**src/rtl/fadd_sched_if.sv**
```systemverilog
`default_nettype none
// ============================================================================
// fadd_sched_if : request / response channels of the shared-adder scheduler
// Rev 1.0
// ============================================================================
interface fadd_sched_if #(
    parameter int NREQ = 4,
    parameter int IDW  = 2
);
    logic [NREQ-1:0]    req_valid;
    logic [32*NREQ-1:0] req_x1;
    logic [32*NREQ-1:0] req_x2;
    logic [NREQ-1:0]    req_ready;
    logic               rsp_valid;
    logic               rsp_ready;
    logic [IDW-1:0]     rsp_id;
    logic [31:0]        rsp_y;
    logic               rsp_ovf;

    modport master (
        output req_valid, req_x1, req_x2, rsp_ready,
        input  req_ready, rsp_valid, rsp_id, rsp_y, rsp_ovf
    );

    modport slave (
        input  req_valid, req_x1, req_x2, rsp_ready,
        output req_ready, rsp_valid, rsp_id, rsp_y, rsp_ovf
    );
endinterface
`default_nettype wire

```
**src/rtl/fadd_sched.sv**
```systemverilog
`default_nettype none
// ============================================================================
// fadd_sched : round-robin scheduler sharing one combinational fp adder
// Rev 1.0
// ============================================================================
module fadd_sched #(
    parameter int NREQ = 4,
    parameter int IDW  = 2,
    parameter int LAT  = 1
) (
    input  wire logic        clk,
    input  wire logic        rstn,
    fadd_sched_if.slave      bus,
    output logic [31:0]      fa_x1,
    output logic [31:0]      fa_x2,
    input  wire logic [31:0] fa_y,
    input  wire logic        fa_ovf,
    output logic             busy,
    output logic [15:0]      ovf_cnt
);
    typedef enum logic [1:0] {
        S_IDLE = 2'd0,
        S_EXEC = 2'd1,
        S_RESP = 2'd2
    } state_t;

    localparam logic [3:0] c_CNT_INIT = 4'(LAT - 1);

    state_t             r_state;
    state_t             w_state_nxt;
    logic [IDW-1:0]     r_rr_ptr;
    logic [IDW-1:0]     r_id;
    logic [3:0]         r_cnt;
    logic [31:0]        r_fa_x1;
    logic [31:0]        r_fa_x2;
    logic               r_rsp_valid;
    logic [IDW-1:0]     r_rsp_id;
    logic [31:0]        r_rsp_y;
    logic               r_rsp_ovf;
    logic [15:0]        r_ovf_cnt;

    logic [2*NREQ-1:0]  w_dbl;
    logic [NREQ-1:0]    w_rot;
    logic               w_found;
    logic [IDW-1:0]     w_off;
    logic [IDW:0]       w_sum;
    logic [IDW-1:0]     w_gnt;
    logic [31:0]        w_x1;
    logic [31:0]        w_x2;
    logic [NREQ-1:0]    w_req_ready;

    // Rotate the request vector so bit 0 is rr_ptr; the lowest set bit wins.
    always_comb begin
        w_dbl   = {bus.req_valid, bus.req_valid} >> r_rr_ptr;
        w_rot   = w_dbl[NREQ-1:0];
        w_found = |w_rot;
        w_off   = '0;
        for (int k = NREQ - 1; k >= 0; k--) begin
            if (w_rot[k]) w_off = IDW'(k);
        end
        w_sum = {1'b0, r_rr_ptr} + {1'b0, w_off};
        if (w_sum >= (IDW+1)'(NREQ)) w_sum = w_sum - (IDW+1)'(NREQ);
        w_gnt = w_sum[IDW-1:0];
    end

    always_comb begin
        w_req_ready = '0;
        w_x1        = '0;
        w_x2        = '0;
        for (int i = 0; i < NREQ; i++) begin
            if (w_gnt == IDW'(i)) begin
                w_x1           = bus.req_x1[32*i +: 32];
                w_x2           = bus.req_x2[32*i +: 32];
                w_req_ready[i] = (r_state == S_IDLE) && w_found && rstn;
            end
        end
    end

    always_comb begin
        w_state_nxt = r_state;
        case (r_state)
            S_IDLE:  if (w_found)        w_state_nxt = S_EXEC;
            S_EXEC:  if (r_cnt == 4'd0)  w_state_nxt = S_RESP;
            S_RESP:  if (bus.rsp_ready)  w_state_nxt = S_IDLE;
            default:                     w_state_nxt = S_IDLE;
        endcase
    end

    always_ff @(posedge clk or negedge rstn) begin
        if (!rstn) r_state <= S_IDLE;
        else       r_state <= w_state_nxt;
    end

    always_ff @(posedge clk or negedge rstn) begin
        if (!rstn) begin
            r_rr_ptr    <= '0;
            r_id        <= '0;
            r_cnt       <= 4'd0;
            r_fa_x1     <= 32'd0;
            r_fa_x2     <= 32'd0;
            r_rsp_valid <= 1'b0;
            r_rsp_id    <= '0;
            r_rsp_y     <= 32'd0;
            r_rsp_ovf   <= 1'b0;
            r_ovf_cnt   <= 16'd0;
        end else begin
            case (r_state)
                S_IDLE: begin
                    if (w_found) begin
                        r_fa_x1 <= w_x1;
                        r_fa_x2 <= w_x2;
                        r_id    <= w_gnt;
                        r_cnt   <= c_CNT_INIT;
                    end
                end
                S_EXEC: begin
                    if (r_cnt != 4'd0) begin
                        r_cnt <= r_cnt - 4'd1;
                    end else begin
                        r_rsp_y     <= fa_y;
                        r_rsp_ovf   <= fa_ovf;
                        r_rsp_id    <= r_id;
                        r_rsp_valid <= 1'b1;
                        if (fa_ovf && (r_ovf_cnt != 16'hFFFF)) r_ovf_cnt <= r_ovf_cnt + 16'd1;
                    end
                end
                S_RESP: begin
                    if (bus.rsp_ready) begin
                        r_rsp_valid <= 1'b0;
                        r_rr_ptr    <= (r_rsp_id == IDW'(NREQ - 1)) ? '0 : r_rsp_id + 1'b1;
                    end
                end
                default: ;
            endcase
        end
    end

    assign bus.req_ready = w_req_ready;
    assign bus.rsp_valid = r_rsp_valid;
    assign bus.rsp_id    = r_rsp_id;
    assign bus.rsp_y     = r_rsp_y;
    assign bus.rsp_ovf   = r_rsp_ovf;
    assign fa_x1         = r_fa_x1;
    assign fa_x2         = r_fa_x2;
    assign busy          = (r_state != S_IDLE);
    assign ovf_cnt       = r_ovf_cnt;
endmodule
`default_nettype wire

```
**src/flat_wrapper.sv**
```systemverilog
// flat-port wrapper written by rule: the top's interface ports become plain ports
module fadd_sched_flat 
#(
    parameter int NREQ = 4,
    parameter int IDW  = 2,
    parameter int LAT  = 1
)
  (clk, rstn, fa_x1, fa_x2, fa_y, fa_ovf, busy, ovf_cnt, bus_req_valid, bus_req_x1, bus_req_x2, bus_rsp_ready, bus_req_ready, bus_rsp_valid, bus_rsp_id, bus_rsp_y, bus_rsp_ovf);
  fadd_sched_if #(.NREQ(NREQ), .IDW(IDW)) bus_i ();
  input  wire logic clk;
  input  wire logic rstn;
  output logic [31:0] fa_x1;
  output logic [31:0] fa_x2;
  input  wire logic [31:0] fa_y;
  input  wire logic fa_ovf;
  output logic busy;
  output logic [15:0] ovf_cnt;
  input wire logic [$bits(bus_i.req_valid)-1:0] bus_req_valid;
  input wire logic [$bits(bus_i.req_x1)-1:0] bus_req_x1;
  input wire logic [$bits(bus_i.req_x2)-1:0] bus_req_x2;
  input wire logic [$bits(bus_i.rsp_ready)-1:0] bus_rsp_ready;
  output wire logic [$bits(bus_i.req_ready)-1:0] bus_req_ready;
  output wire logic [$bits(bus_i.rsp_valid)-1:0] bus_rsp_valid;
  output wire logic [$bits(bus_i.rsp_id)-1:0] bus_rsp_id;
  output wire logic [$bits(bus_i.rsp_y)-1:0] bus_rsp_y;
  output wire logic [$bits(bus_i.rsp_ovf)-1:0] bus_rsp_ovf;
  assign bus_i.req_valid = bus_req_valid;
  assign bus_i.req_x1 = bus_req_x1;
  assign bus_i.req_x2 = bus_req_x2;
  assign bus_i.rsp_ready = bus_rsp_ready;
  assign bus_req_ready = bus_i.req_ready;
  assign bus_rsp_valid = bus_i.rsp_valid;
  assign bus_rsp_id = bus_i.rsp_id;
  assign bus_rsp_y = bus_i.rsp_y;
  assign bus_rsp_ovf = bus_i.rsp_ovf;
  fadd_sched #(.NREQ(NREQ), .IDW(IDW), .LAT(LAT)) u_core (.clk(clk), .rstn(rstn), .bus(bus_i), .fa_x1(fa_x1), .fa_x2(fa_x2), .fa_y(fa_y), .fa_ovf(fa_ovf), .busy(busy), .ovf_cnt(ovf_cnt));
endmodule
```
**config.mk**
```make
export PLATFORM = sky130hd
export DESIGN_NAME = fadd_sched_flat
export DESIGN_NICKNAME = d
export VERILOG_FILES = /design/src/rtl/fadd_sched_if.sv /design/src/rtl/fadd_sched.sv /design/src/flat_wrapper.sv
export SDC_FILE = /design/constraint.sdc
export NUM_CORES = 1
export LEC_CHECK = 0
export ABC_CLOCK_PERIOD_IN_PS = 6300
export BUFFER_PORTS_ARGS = -buffer_cell sky130_fd_sc_hd__buf_2
export CAP_MARGIN = 20
export CORE_AREA = 4 4 162 164
export DETAILED_ROUTE_END_ITERATION = 10
export DIE_AREA = 0 0 166 168
export MAX_ROUTING_LAYER = met4
export REMOVE_ABC_BUFFERS = 1
export SKIP_CTS_REPAIR_TIMING = 1
export SYNTH_ARGS = -nofsm -noshare
export SYNTH_HDL_FRONTEND = slang
export SYNTH_SLANG_ARGS = --single-unit
```
**constraint.sdc**
```tcl
create_clock -name clk -period 6.3 [get_ports clk]
set_clock_uncertainty 0.05 [all_clocks]
set_input_delay 0.63 -clock clk [delete_from_list [all_inputs] [get_ports clk]]
set_output_delay 0.63 -clock clk [all_outputs]
set_load 0.1 [all_outputs]
```
* After elaboration in Yosys (flattened, before gate mapping)
Cells that the tools add are included.
** Operators by class
- Magnitude comparators :: 1
- Eq/ne operators :: 12
- Multiply operators :: 0
- Reduce and logical (&&, ||, !) cells :: 18
- Divide/modulo/power cells :: 0
- Bitwise logic cells :: 1
- Multiplexer cells :: 28
- Add/sub/neg operators :: 5
- Shift-type cells :: 1
** Operator list (number)
- 32-bit two-way mux :: 8
- 2-bit two-way mux :: 9
- 16-bit by 1-bit adder with 16-bit output, second input constant :: 1
- 16-bit != test, second input constant :: 1
- 3-bit AND reduction :: 4
- 2-bit == test, second input constant :: 4
- 4-bit two-way mux :: 2
- 4-bit one-hot mux with 2 select lines :: 1
- 8-bit by 2-bit right shift with 4-bit output :: 1
- 1-bit two-way mux :: 6
- 2-bit by 1-bit != test with 1-bit output, second input constant :: 3
- 2-bit one-hot mux with 3 select lines :: 1
- 2-bit AND reduction :: 3
- 2-bit nonzero test :: 3
- 2-bit by 1-bit == test with 1-bit output, second input constant :: 2
- 2-bit logical NOT :: 2
- 4-bit logical NOT :: 1
- 2-bit != test, second input constant :: 2
- 4-bit nonzero test :: 1
- 4-bit OR reduction :: 1
- 4-bit by 1-bit subtractor with 4-bit output, second input constant :: 1
- 2-bit by 2-bit adder with 3-bit output :: 1
- 3-bit greater-or-equal comparator, second input constant :: 1
- 1-bit logical AND :: 3
- other kinds (4) :: 4
** Word-level totals
- Bits in writable memories :: 0
- Output and inout port bits :: 121
- ROM bits :: 0
- Bits of input ports :: 296
- Latch bits :: 0
- Flip-flop bits (word level) :: 126
- Memories kept :: 0
- Word-level logic and storage cells :: 77

* Depth between registers and ports, before layout
Gate-level depths: netlist (run 1).
- Depth in word-level cells :: 13
- Mapped depth :: 13
- Depth with buffers taken out :: 11

* Least setup slack after synthesis (run 1)
OpenSTA, ideal clock, no wires.
- Path kind :: input to output
- Start :: input port bus_req_valid[0]
- End :: output port bus_req_ready[3]
- Stages :: 10
- Data arrival time :: 4536 ps
- Path slack :: 1084 ps
- Path buffers :: 2
- Data required time :: 5620 ps
- Cells stage by stage :: clkbuf_1 nand3_1 o311ai_0 o21ai_0 o221ai_1 ha_1 xor2_1 xnor2_2 clkbuf_1 nor3b_1
** On the way
- Word-level cells in the longest chain between the ends :: 10
- Elaborated cells between the ends (all ways) :: 14
- Classes of those cells :: add/sub (2); order compare (1); eq/ne (1); shift (1); mux (6); reduce/logical (3)
** RTL lines
- start: declaration :: line flat_wrapper.sv:18 : input wire logic [$bits(bus_i.req_valid)-1:0] bus_req_valid;
- 8-bit by 2-bit right shift with 4-bit output (*) :: line fadd_sched.sv:54 : w_dbl = {bus.req_valid, bus.req_valid} >> r_rr_ptr;
- 2-bit two-way mux (4 in a row) :: line fadd_sched.sv:59 : if (w_rot[k]) w_off = IDW'(k);
- 2-bit by 2-bit adder with 3-bit output :: line fadd_sched.sv:61 : w_sum = {1'b0, r_rr_ptr} + {1'b0, w_off};
- 3-bit greater-or-equal comparator or 2-bit by 1-bit subtractor with 2-bit output (tied branches) :: line fadd_sched.sv:62 : if (w_sum >= (IDW+1)'(NREQ)) w_sum = w_sum - (IDW+1)'(NREQ);
- 2-bit two-way mux :: line fadd_sched.sv:62
- 2-bit == test :: line fadd_sched.sv:71 : if (w_gnt == IDW'(i)) begin
- 1-bit two-way mux (*) :: line fadd_sched.sv:71
- end: declaration :: line flat_wrapper.sv:22 : output wire logic [$bits(bus_i.req_ready)-1:0] bus_req_ready;
Every way passes the cells marked *; elsewhere a longest branch is shown, timed or not.

* Worst setup path after layout (run 1)
- Start :: register u_core.r_rr_ptr[0]
- End :: output port bus_req_ready[3]
** On the way
- Word-level cells in the longest chain between the ends :: 10
- Elaborated cells between the ends (all ways) :: 14
- Classes of those cells :: add/sub (2); order compare (1); eq/ne (1); shift (1); mux (6); reduce/logical (3)
** RTL lines
- start: declaration :: line fadd_sched.sv:31 : logic [IDW-1:0] r_rr_ptr;
- start signal: assignment :: line fadd_sched.sv:130 : r_rr_ptr <= (r_rsp_id == IDW'(NREQ - 1)) ? '0 : r_rsp_id + 1'b1;
- 8-bit by 2-bit right shift with 4-bit output :: line fadd_sched.sv:54
- 2-bit two-way mux (4 in a row) :: line fadd_sched.sv:59
- 2-bit by 2-bit adder with 3-bit output :: line fadd_sched.sv:61
- 3-bit greater-or-equal comparator or 2-bit by 1-bit subtractor with 2-bit output (tied branches) :: line fadd_sched.sv:62
- 2-bit two-way mux :: line fadd_sched.sv:62
- 2-bit == test :: line fadd_sched.sv:71
- 1-bit two-way mux (*) :: line fadd_sched.sv:71
Marked as above.

==> impl_results.md, run 1 <==
- R2R Setup Slk: 2.51 ns
- Row count: 58
- Post-synthesis mux area share: 0.137
- First-pass GRT wire length: 45100 um
- Final GP Congestion: 0.859
- Post-synth top area cell: dfrtp_1
- Async set or reset register ratio after synthesis: 1.00
- WP buf/inv: 2
- Dominant delay contributor by cell family on the critical path: buffers and inverters
- R2r endpoint: u_core.fa_x1[4]$_DFFE_PN0P_
- Post-synthesis cell area: 0.00769 mm2
- Worst EP required: 5.62 ns
- Class of the worst hold path: input pin to async pin
- Worst Setup Start Kind: register
- EDFF count, synth: 0
- Area share of the largest cell type after synthesis: 0.410
- DP Worst Slack: 2.31 ns
- Slew Limit Fails: 0
- Adder-cell share of the synthesized area: 0.00813
- Drt wl/cell: 19.3 um
- Synth Area in XOR/XNOR: 0.0215
- RR Startpoint: u_core.r_rr_ptr[0]$_DFFE_PN0P_
- Setup ws final: 2.26 ns
- Fmax: 248 MHz
- Placed Area: 0.00999 mm2
- Total grt overflow: 0
- DRT iter0 DRCs: 481
- Worst path max stage delay: 0.59 ns
- Post-Route WL: 29300 um
- Core ar.: 0.0249 mm2
- PortBufs: 416
- CP Max Fanout: 65
- Initial antenna violation count: 2
- Antenna viol nets, final: 0
- Worst Tran Pin Value: 0.839 ns
- Via/cell ratio: 5.31
- Status: complete, no violations
- Total track usage: 0.208
- CTS tree: yes
- Area Growth Syn to Fin: 37.7%
- Seq/Total Area, Yosys: 0.410
- Detailed Routing Iterations Pass 1: 4
- #FFs+latches synth: 126
- Clock tree root driver cell: clkbuf_16
- Setup CP Type: register to output port
- CP max-delay cell: xnor2_4
- Reg2reg path depth: 11
- CTS H-Tree Depth: 4
- Synth Area in Compound Gates: 0.194
- Max Cap Violations: 0
- Max-slew headroom: 0.440
- Synth area leaders: dfrtp_1 (41%), a31oi_1 (11%), and3_1 (11%)
- Worst EP arrival: 3.36 ns
- Fin. Hold Viols: 0
- Vias in the first global route: 7869
- Largest net degree at the start of global routing: 86
- Die extent in x: 166 um
- Hold_ws: 0.244 ns
- Area of the die: 0.0279 mm2
- CTS Buf Count: 17
- Design area: 0.0106 mm2
- Vias: 8086
- CTS Sinks: 126
- Synth Area in Simple Gates: 0.183
- Setup_tns: 0 ns
- Syn. warnings: 0
- Io pins: 417
- RSZ-0062 raised after global routing: false
- Starting Density: 0.309
- Largest family of logic cells by synthesized area: compound AO/OA/AOI/OAI gates
- Die Span Y: 168 um
- Worst-path clk slew: 0.07 ns
- Worst skew pair latency: 0.41 ns
- Primary FF master, synth: dfrtp_1
- Final setup viols: 0
- Critical-path cell list: mux2i_1 > nor4b_1 > a311oi_4 > buf_4 > xnor2_4 > nor3b_1 > buf_2
- HPWL Detailed: 21200 um
- Synth cell count leaders: a31oi_1 (131), and3_1 (131), dfrtp_1 (126)
- DRC: 0
- Net count, final: 1479
- Crit. End Element: output port
- Syn avg cell area: 9.46 um2
- Tmin final: 4.04 ns
- Clock Path Buffers: 2
- Post-route clock period utilization: 0.641
- Post-Syn Instances: 813
- Synth cell types: 39
- Share of cells above drive strength 1: 0.426
==> cell families (layout without fill, tap and decap cells) <==
family                     Yosys count  in the layout
and+or+nand+nor                    264            264
xor gates and xnor gates            18             18
DFF                                126            126
adders and majority gates            5              5
muxes                              101            101
AOI/OAI and AO/OA                  209            209
other                                0              3
buffers and inverters               90            468
==> through the flow <==
step | util | instances
after CTS | 0.424 | 1520
after floorplan | - | 729
after detailed placement | 0.401 | 1488
after global placement | 0.401 | 1488
final | 0.425 | 1524
after global routing | 0.425 | 1523
==> area by class of cell <==
cell class / count / area [um2]
sequential: 126 / 3150
tap: 330 / 413
inverter: 6 / 22.5
fill: 2508 / 14300
antenna: 3 / 7.51
clock inverter: 15 / 145
timing repair buffer: 430 / 2210
multi-input combinational: 597 / 4220
clock buffer: 17 / 425
==> routing by layer <==
layer / routed length, um / track usage / up-vias
li1: - / - / 3880
met1: 12500 / 0.261 / 3852
met2: 14200 / 0.335 / 322
met3: 1870 / 0.0460 / 32
met4: 789 / 0.0674 / 0
met5: 0 / - / -
==> placed cells by master (no fill, tap or decap), types with 3 or more instances in the layout <==
cell type	count
nand2_1	85
xor2_1	5
mux2_2	36
mux2i_1	65
and3_1	130
inv_6	5
nor3b_1	4
dfrtp_1	126
inv_1	6
buf_2	415
clkbuf_16	17
diode_2	3
nor2b_1	3
nand2b_1	4
buf_4	13
nand3_1	11
inv_8	4
a31oi_1	131
ha_1	5
clkinvlp_4	3
nor2_1	12
o21ai_0	4
o2111ai_1	64
xnor2_1	12
==> how the worst max path moves through the flow <==
stage | from | endpoint | slack [ns] | cells after the start
after global placement | bus_req_valid[2] | u_core.fa_x2[18]$_DFFE_PN0P_ | 2.34 | 11
after floorplan | bus_req_valid[1] | bus_req_ready[1] | -4.13 | 5
after CTS | u_core.r_rr_ptr[0]$_DFFE_PN0P_ | bus_req_ready[3] | 2.19 | 7
final | u_core.r_rr_ptr[0]$_DFFE_PN0P_ | bus_req_ready[3] | 2.26 | 7
after global routing | u_core.r_rr_ptr[0]$_DFFE_PN0P_ | bus_req_ready[3] | 2.00 | 7
after detailed placement | bus_req_valid[3] | u_core.fa_x1[4]$_DFFE_PN0P_ | 2.31 | 12
==> worst register-to-register path: stages, from the launching register on <==
cell and delay (ns):
dfrtp_1 0.57, nand2b_1 0.16, o22ai_1 0.07, o21ai_0 0.14
o221ai_1 0.18, ha_1 0.24, xor2_1 0.50, and3_4 0.74
buf_4 0.61, and3_1 0.26, a31oi_1 0.04, o2111ai_1 0.14
==> state kept, by name, indices dropped and copies added, names as in the netlist <==
register and flops:
u_core.bus.rsp_id 2, u_core.bus.rsp_ovf 1, u_core.bus.rsp_valid 1, u_core.bus.rsp_y 32, u_core.fa_x1 32, u_core.fa_x2 32, u_core.ovf_cnt 16, u_core.r_cnt 4
u_core.r_id 2, u_core.r_rr_ptr 2, u_core.r_state 2
Power of run 1 is left out: the tool's default activity adds up to more than one toggle a clock period on the data nets, which glitch-free logic cannot reach.
==> inputs of run 2 (changes only) <==
Settings changed: ABC_CLOCK_PERIOD_IN_PS 6300 to 3400, CORE_AREA 4 4 162 164 to 4 4 160 162, DIE_AREA 0 0 166 168 to 0 0 164 166.
Clock period 6.3 ns to 3.4 ns, I/O delays scaled along.
==> run 2 against run 1 <==
Compared with the run above:
- hold slack worse by 0.15 ns
- cell count is 0.39% higher
- clock-buffer cell count is 3 higher
- critical endpoint unchanged
- largest cell class unchanged
==> impl_results.md, run 2 (same netlist as run 1, synthesis figures left out) <==
- Initial antenna violation count: 4 (+2)
- Die Span Y: 166 um (-1.2%)
- Worst EP required: 3.01 ns (-2.61 ns)
- Share of cells above drive strength 1: 0.430 (+0.00442)
- Fin. Hold Viols: 0 (unchanged)
- Area Growth Syn to Fin: 40.7%
- Starting Density: 0.319 (+0.0101)
- CTS tree: yes
- Status: complete, no violations
- CTS Sinks: 126 (unchanged)
- CTS Buf Count: 17 (unchanged)
- Post-Route WL: 29400 um (about the same)
- Final setup viols: 0 (unchanged)
- Max-slew headroom: 0.535 (+0.0948)
- Clock tree root driver cell: clkbuf_16
- Total grt overflow: 0 (unchanged)
- Most common cell after layout, fill and taps aside: buf_2
- Setup CP Type: register to output port
- Tmin final: 3.17 ns
- First-pass GRT wire length: 44100 um (-2.3%)
- CP Max Fanout: 12 (-82%)
- PortBufs: 416 (unchanged)
- Drt wl/cell: 19.2 um (-0.30%)
- Vias: 8148 (+0.77%)
- Met2 GRT Util: 0.344 (+0.00865)
- Core ar.: 0.0241 mm2 (-3.2%)
- Antenna viol nets, final: 0 (unchanged)
- CP max-delay cell: dfrtp_2
- Placed Cells: 1488 (unchanged)
- Post-route clock period utilization: 0.932
- Row count: 57 (-1.7%)
- Via/cell ratio: 5.33 (+0.37%)
- Fmax: 316 MHz
- Area of the die: 0.0272 mm2 (-2.4%)
- Total track usage: 0.210 (+0.00218)
- M1 GR Usage: 0.261 (-0.000484)
- Worst Setup Start Kind: register
- Worst Tran Pin Value: 0.697 ns (-0.142 ns)
- Clock Path Buffers: 2 (unchanged)
- Die extent in x: 164 um (-1.2%)
- RSZ-0062 raised after global routing: false
- Final Instance Count excl. Fillers: 1530 (+0.39%)
- Largest net degree at the start of global routing: 129 (+50%)
- Critical-path cell list: o311ai_0 > o21ai_0 > o221ai_1 > ha_1 > xor2_1 > buf_4 > xnor2_4 > buf_12 > nor3b_1 > buf_12
- Net count, final: 1490 (+0.74%)
- Most frequent cells in the layout: buf_2 (412), a31oi_1 (131), and3_1 (130), dfrtp_1 (125), nand2_1 (85)
- Worst EP arrival: 2.78 ns (-0.58 ns)
- Most used routing layer: met2
- Max Cap Violations: 0 (unchanged)
- Worst-path clk slew: 0.06 ns (about the same)
- Util after Layout: 0.449 (+0.0236)
- DRT iter0 DRCs: 462 (-4.0%)
- Io pins: 417 (unchanged)
- HPWL Detailed: 21400 um (+0.99%)
- CTS H-Tree Depth: 4 (unchanged)
- Vias in the first global route: 7827 (-0.53%)
- Final GP Congestion: 0.834 (-2.9%)
- Worst path max stage delay: 0.48 ns (-0.11 ns)
- DRC: 0 (unchanged)
- Grt met3 use: 0.0477 (+0.00163)
- Crit. End Element: output port
- Detailed Routing Iterations Pass 1: 4 (unchanged)
- Class of the worst hold path: input pin to register
- Worst skew pair latency: 0.42 ns (about the same)
- Most used cell, CP: buf_12
- Slew Limit Fails: 0 (unchanged)
[run 2: path summary, 6_finish.rpt]
kind,start,to,slack (ns),cells past startpoint
max,u_core.r_rr_ptr[0]$_DFFE_PN0P_,bus_req_ready[3],0.23,10
min,bus_rsp_ready,u_core.r_state[1]$_DFFE_PN0P_,0.09,2
max reg2reg,u_core.r_rr_ptr[0]$_DFFE_PN0P_,u_core.fa_x2[17]$_DFFE_PN0P_,0.57,12
min reg2reg,u_core.r_id[1]$_DFFE_PN0P_,u_core.r_id[1]$_DFFE_PN0P_,0.43,2
max in group asynchronous,rstn,u_core.r_rr_ptr[0]$_DFFE_PN0P_,1.95,3
min in group asynchronous,rstn,u_core.ovf_cnt[5]$_DFFE_PN0P_,0.32,2
[run 2: final cells by class]
| type | instances | area (um2) |
|---|---|---|
| Clock buffer | 20 | 457 |
| Timing Repair Buffer | 441 | 2400 |
| Sequential cell | 126 | 3150 |
| Clock inverter | 12 | 160 |
| Tap cell | 324 | 405 |
| Multi-Input combinational cell | 597 | 4220 |
| Antenna cell | 4 | 10.0 |
| Inverter | 6 | 22.5 |
| Fill cell | 2411 | 13300 |
[run 2: layer usage]
layer	share of wire	vias to the layer above
met3	0.077	36
met5	0	-
met4	0.022	0
li1	-	3905
met2	0.49	348
met1	0.41	3859
[run 2: through the flow]
step           cell area [um2]  TNS [ns]  setup slack (ns)  hold WS [ns]
2_1_floorplan             7350   -319.94             -6.58      -0.00559
3_3_place_gp             10100         0             0.341         0.192
3_5_place_dp             10100         0             0.335         0.189
4_1_cts                  10700    -0.242            -0.125        -0.266
5_1_grt                  10800         0            0.0361        0.0874
6_report                 10800         0             0.231        0.0917
[run 2: worst max-delay path: cells and delay by family (launching register included)]
| kind | cells | cell delay [ns] |
|---|---|---|
| xor gates and xnor gates | 2 | 0.29 |
| AOI/OAI and AO/OA | 3 | 0.53 |
| and+or+nand+nor | 1 | 0.33 |
| buffers and inverters | 3 | 0.56 |
| adders and majority gates | 1 | 0.19 |
| DFF | 1 | 0.48 |
Power of run 2 is left out for the same reason.
==> inputs of run 3 (changes only) <==
Settings changed: BUFFER_PORTS_ARGS -buffer_cell sky130_fd_sc_hd__buf_2 to unset, CORE_AREA 4 4 160 162 to 4 4 162 164, DIE_AREA 0 0 164 166 to 0 0 166 168, DONT_BUFFER_PORTS set to 1.
==> run 3 against run 2 <==
Compared with the run above:
- design area fell by 18%
- setup slack gained 0.0056 ns
- cell count down 26%
- utilization down 9.2 points
- critical path depth shrank 1
- maximum frequency rose by 0.18%
- flip-flop and latch count unchanged
- highest routed layer unchanged
- register-to-register slack better by 0.08 ns
- wire length fell by 7.2%
- via count decreased by 17%
- global-route usage down 2.2 points
- clock-buffer cell count shrank 3
==> impl_results.md, run 3 (same netlist as run 1, synthesis figures left out) <==
- Worst setup endpoint: bus_req_ready[3]
- RSZ-0062 raised after global routing: false
- Initial antenna violation count: 0 (-4)
- Max-slew headroom: 0.282 (-0.254)
- Final Instance Count excl. Fillers: 1129 (-26%)
- DRT iter0 DRCs: 503 (+8.9%)
- CTS tree: yes
- Worst-path clk slew: 0.06 ns (about the same)
- Die extent in x: 166 um (+1.2%)
- Worst path max stage delay: 0.48 ns (about the same)
- Fmax: 316 MHz (+0.18%)
- Worst skew pair latency: 0.41 ns (about the same)
- CP Max Fanout: 14 (+2)
- Worst Setup SP: u_core.r_rr_ptr[0]$_DFFE_PN0P_
- Largest net degree at the start of global routing: 129 (unchanged)
- Worst Setup Start Kind: register
- Die Span Y: 168 um (+1.2%)
- Reg2reg path depth: 10 (-2)
- PortBufs: 0 (-100%)
- Final GP Congestion: 0.822 (-1.5%)
- Worst EP required: 3.01 ns (about the same)
- Fillers: 2518 (+4.4%)
- Starting Density: 0.309 (-0.0101)
- Final setup viols: 0 (unchanged)
- Post-route clock period utilization: 0.930 (-0.00164)
- Io pins: 417 (unchanged)
- Share of cells above drive strength 1: 0.150 (-0.280)
- Vias: 6738 (-17%)
- Status: complete, no violations
- Placed Area: 0.00818 mm2 (-19%)
- Area of the die: 0.0279 mm2 (+2.4%)
- Most frequent cells in the layout: a31oi_1 (131), and3_1 (130), dfrtp_1 (124), nand2_1 (85), mux2i_1 (65)
- Vias in the first global route: 6503 (-17%)
- R2R Setup Slk: 0.65 ns (+0.08 ns)
- Drt wl/cell: 24.1 um (+26%)
- Clock Path Buffers: 2 (unchanged)
- # diodes: 0 (-4)
- Row count: 58 (+1.8%)
- Placed Cells: 1092 (-27%)
- Crit. End Element: output port
- Max Cap Violations: 0 (unchanged)
- Total track usage: 0.188 (-0.0222)
- Fin. Hold Viols: 0 (unchanged)
- First-pass GRT wire length: 40200 um (-8.8%)
- HPWL Detailed: 19000 um (-11%)
- Slew Limit Fails: 0 (unchanged)
- CTS Sinks: 126 (unchanged)
- CTS Buf Count: 17 (unchanged)
- Core ar.: 0.0249 mm2 (+3.3%)
- Antenna viol nets, final: 0 (unchanged)
- Critical-path cell list: o311ai_1 > o21ai_0 > o221ai_1 > ha_2 > xor2_4 > xnor2_4 > buf_12 > nor3b_4 > clkbuf_16
- CP max-delay cell: dfrtp_2
- DRC: 0 (unchanged)
- RR Startpoint: u_core.r_rr_ptr[0]$_DFFE_PN0P_
- Net count, final: 1087 (-27%)
- Most common cell after layout, fill and taps aside: a31oi_1
- Worst Tran Pin Value: 1.08 ns (+0.380 ns)
- CTS H-Tree Depth: 4 (unchanged)
- R2r endpoint: u_core.fa_x1[5]$_DFFE_PN0P_
- Tmin final: 3.16 ns (-0.00558 ns)
- Worst EP arrival: 2.77 ns (about the same)
- Class of the worst hold path: input pin to register
- Post-Route WL: 27200 um (-7.2%)
- Total grt overflow: 0 (unchanged)
- Area Growth Syn to Fin: 15.6%
- Via/cell ratio: 5.97 (+12%)
- Clock tree root driver cell: clkbuf_16
- Setup CP Type: register to output port
- Design area: 0.00889 mm2 (-18%)
- Detailed Routing Iterations Pass 1: 5 (+1)
run 3: cell types whose count changed in the layout (fill, tap and decap cells not counted), sizes merged:
cell and change:
bufinv -1, buf -407, clkinv -4, clkbuf -1
clkinvlp +2, dlygate4sd3 +2, inv +6, diode -4
run 3: how the worst min path moves through the flow:
stage          startpoint                          endpoint  slack [ns]  depth (start not counted)
2_1_floorplan        rstn  u_core.bus.rsp_id[0]$_DFFE_PN0P_      -0.006                          0
3_3_place_gp         rstn    u_core.ovf_cnt[15]$_DFFE_PN0P_      -0.002                          0
3_5_place_dp         rstn    u_core.ovf_cnt[14]$_DFFE_PN0P_      -0.002                          0
4_1_cts              rstn       u_core.fa_x1[4]$_DFFE_PN0P_       -0.46                          0
5_1_grt          fa_y[15]  u_core.bus.rsp_y[15]$_DFFE_PN0P_       0.002                          1
6_report         fa_y[14]  u_core.bus.rsp_y[14]$_DFFE_PN0P_        0.03                          1
run 3: final cells by class:
class | instances | area (um2) | area share
repair buffers | 38 | 440 | 0.0495
flip-flops and latches | 126 | 3160 | 0.355
well taps | 330 | 413 | 0.0464
clock inverters | 15 | 178 | 0.0200
clock buffers | 17 | 425 | 0.0478
multi-input cells | 597 | 4260 | 0.479
inverters | 6 | 22.5 | 0.00253
run 3: per-layer routing:
metal  global-route usage  vias to the layer above  share of wire
met3               0.0770                       35           0.11
met2                0.304                      364           0.49
met5                    -                        -              0
met4               0.0624                        0          0.027
met1                0.212                     3249           0.37
li1                     -                     3090              -
run 3: through the flow:
stage | worst slack (ns) | util | setup TNS [ns] | hold WS (ns)
after floorplan | -6.58 | - | -319.94 | -0.00559
after global placement | 0.423 | 0.328 | 0 | -0.00210
after detailed placement | 0.380 | 0.328 | 0 | -0.00206
after CTS | -0.102 | 0.353 | -0.152 | -0.456
after global routing | 0.0427 | 0.357 | 0 | 0.00168
final | 0.237 | 0.357 | 0 | 0.0300
run 3: worst max-delay path, delay by kind of cell (launching register included):
family | cells | cell delay (ns)
AO/OA/AOI/OAI | 3 | 0.50
XOR/XNOR | 2 | 0.44
flip-flops | 1 | 0.48
AND/OR/NAND/NOR | 1 | 0.23
buffers and inverters | 2 | 0.44
adder cells (fa/ha/maj) | 1 | 0.25
Power of run 3 is left out for the same reason.
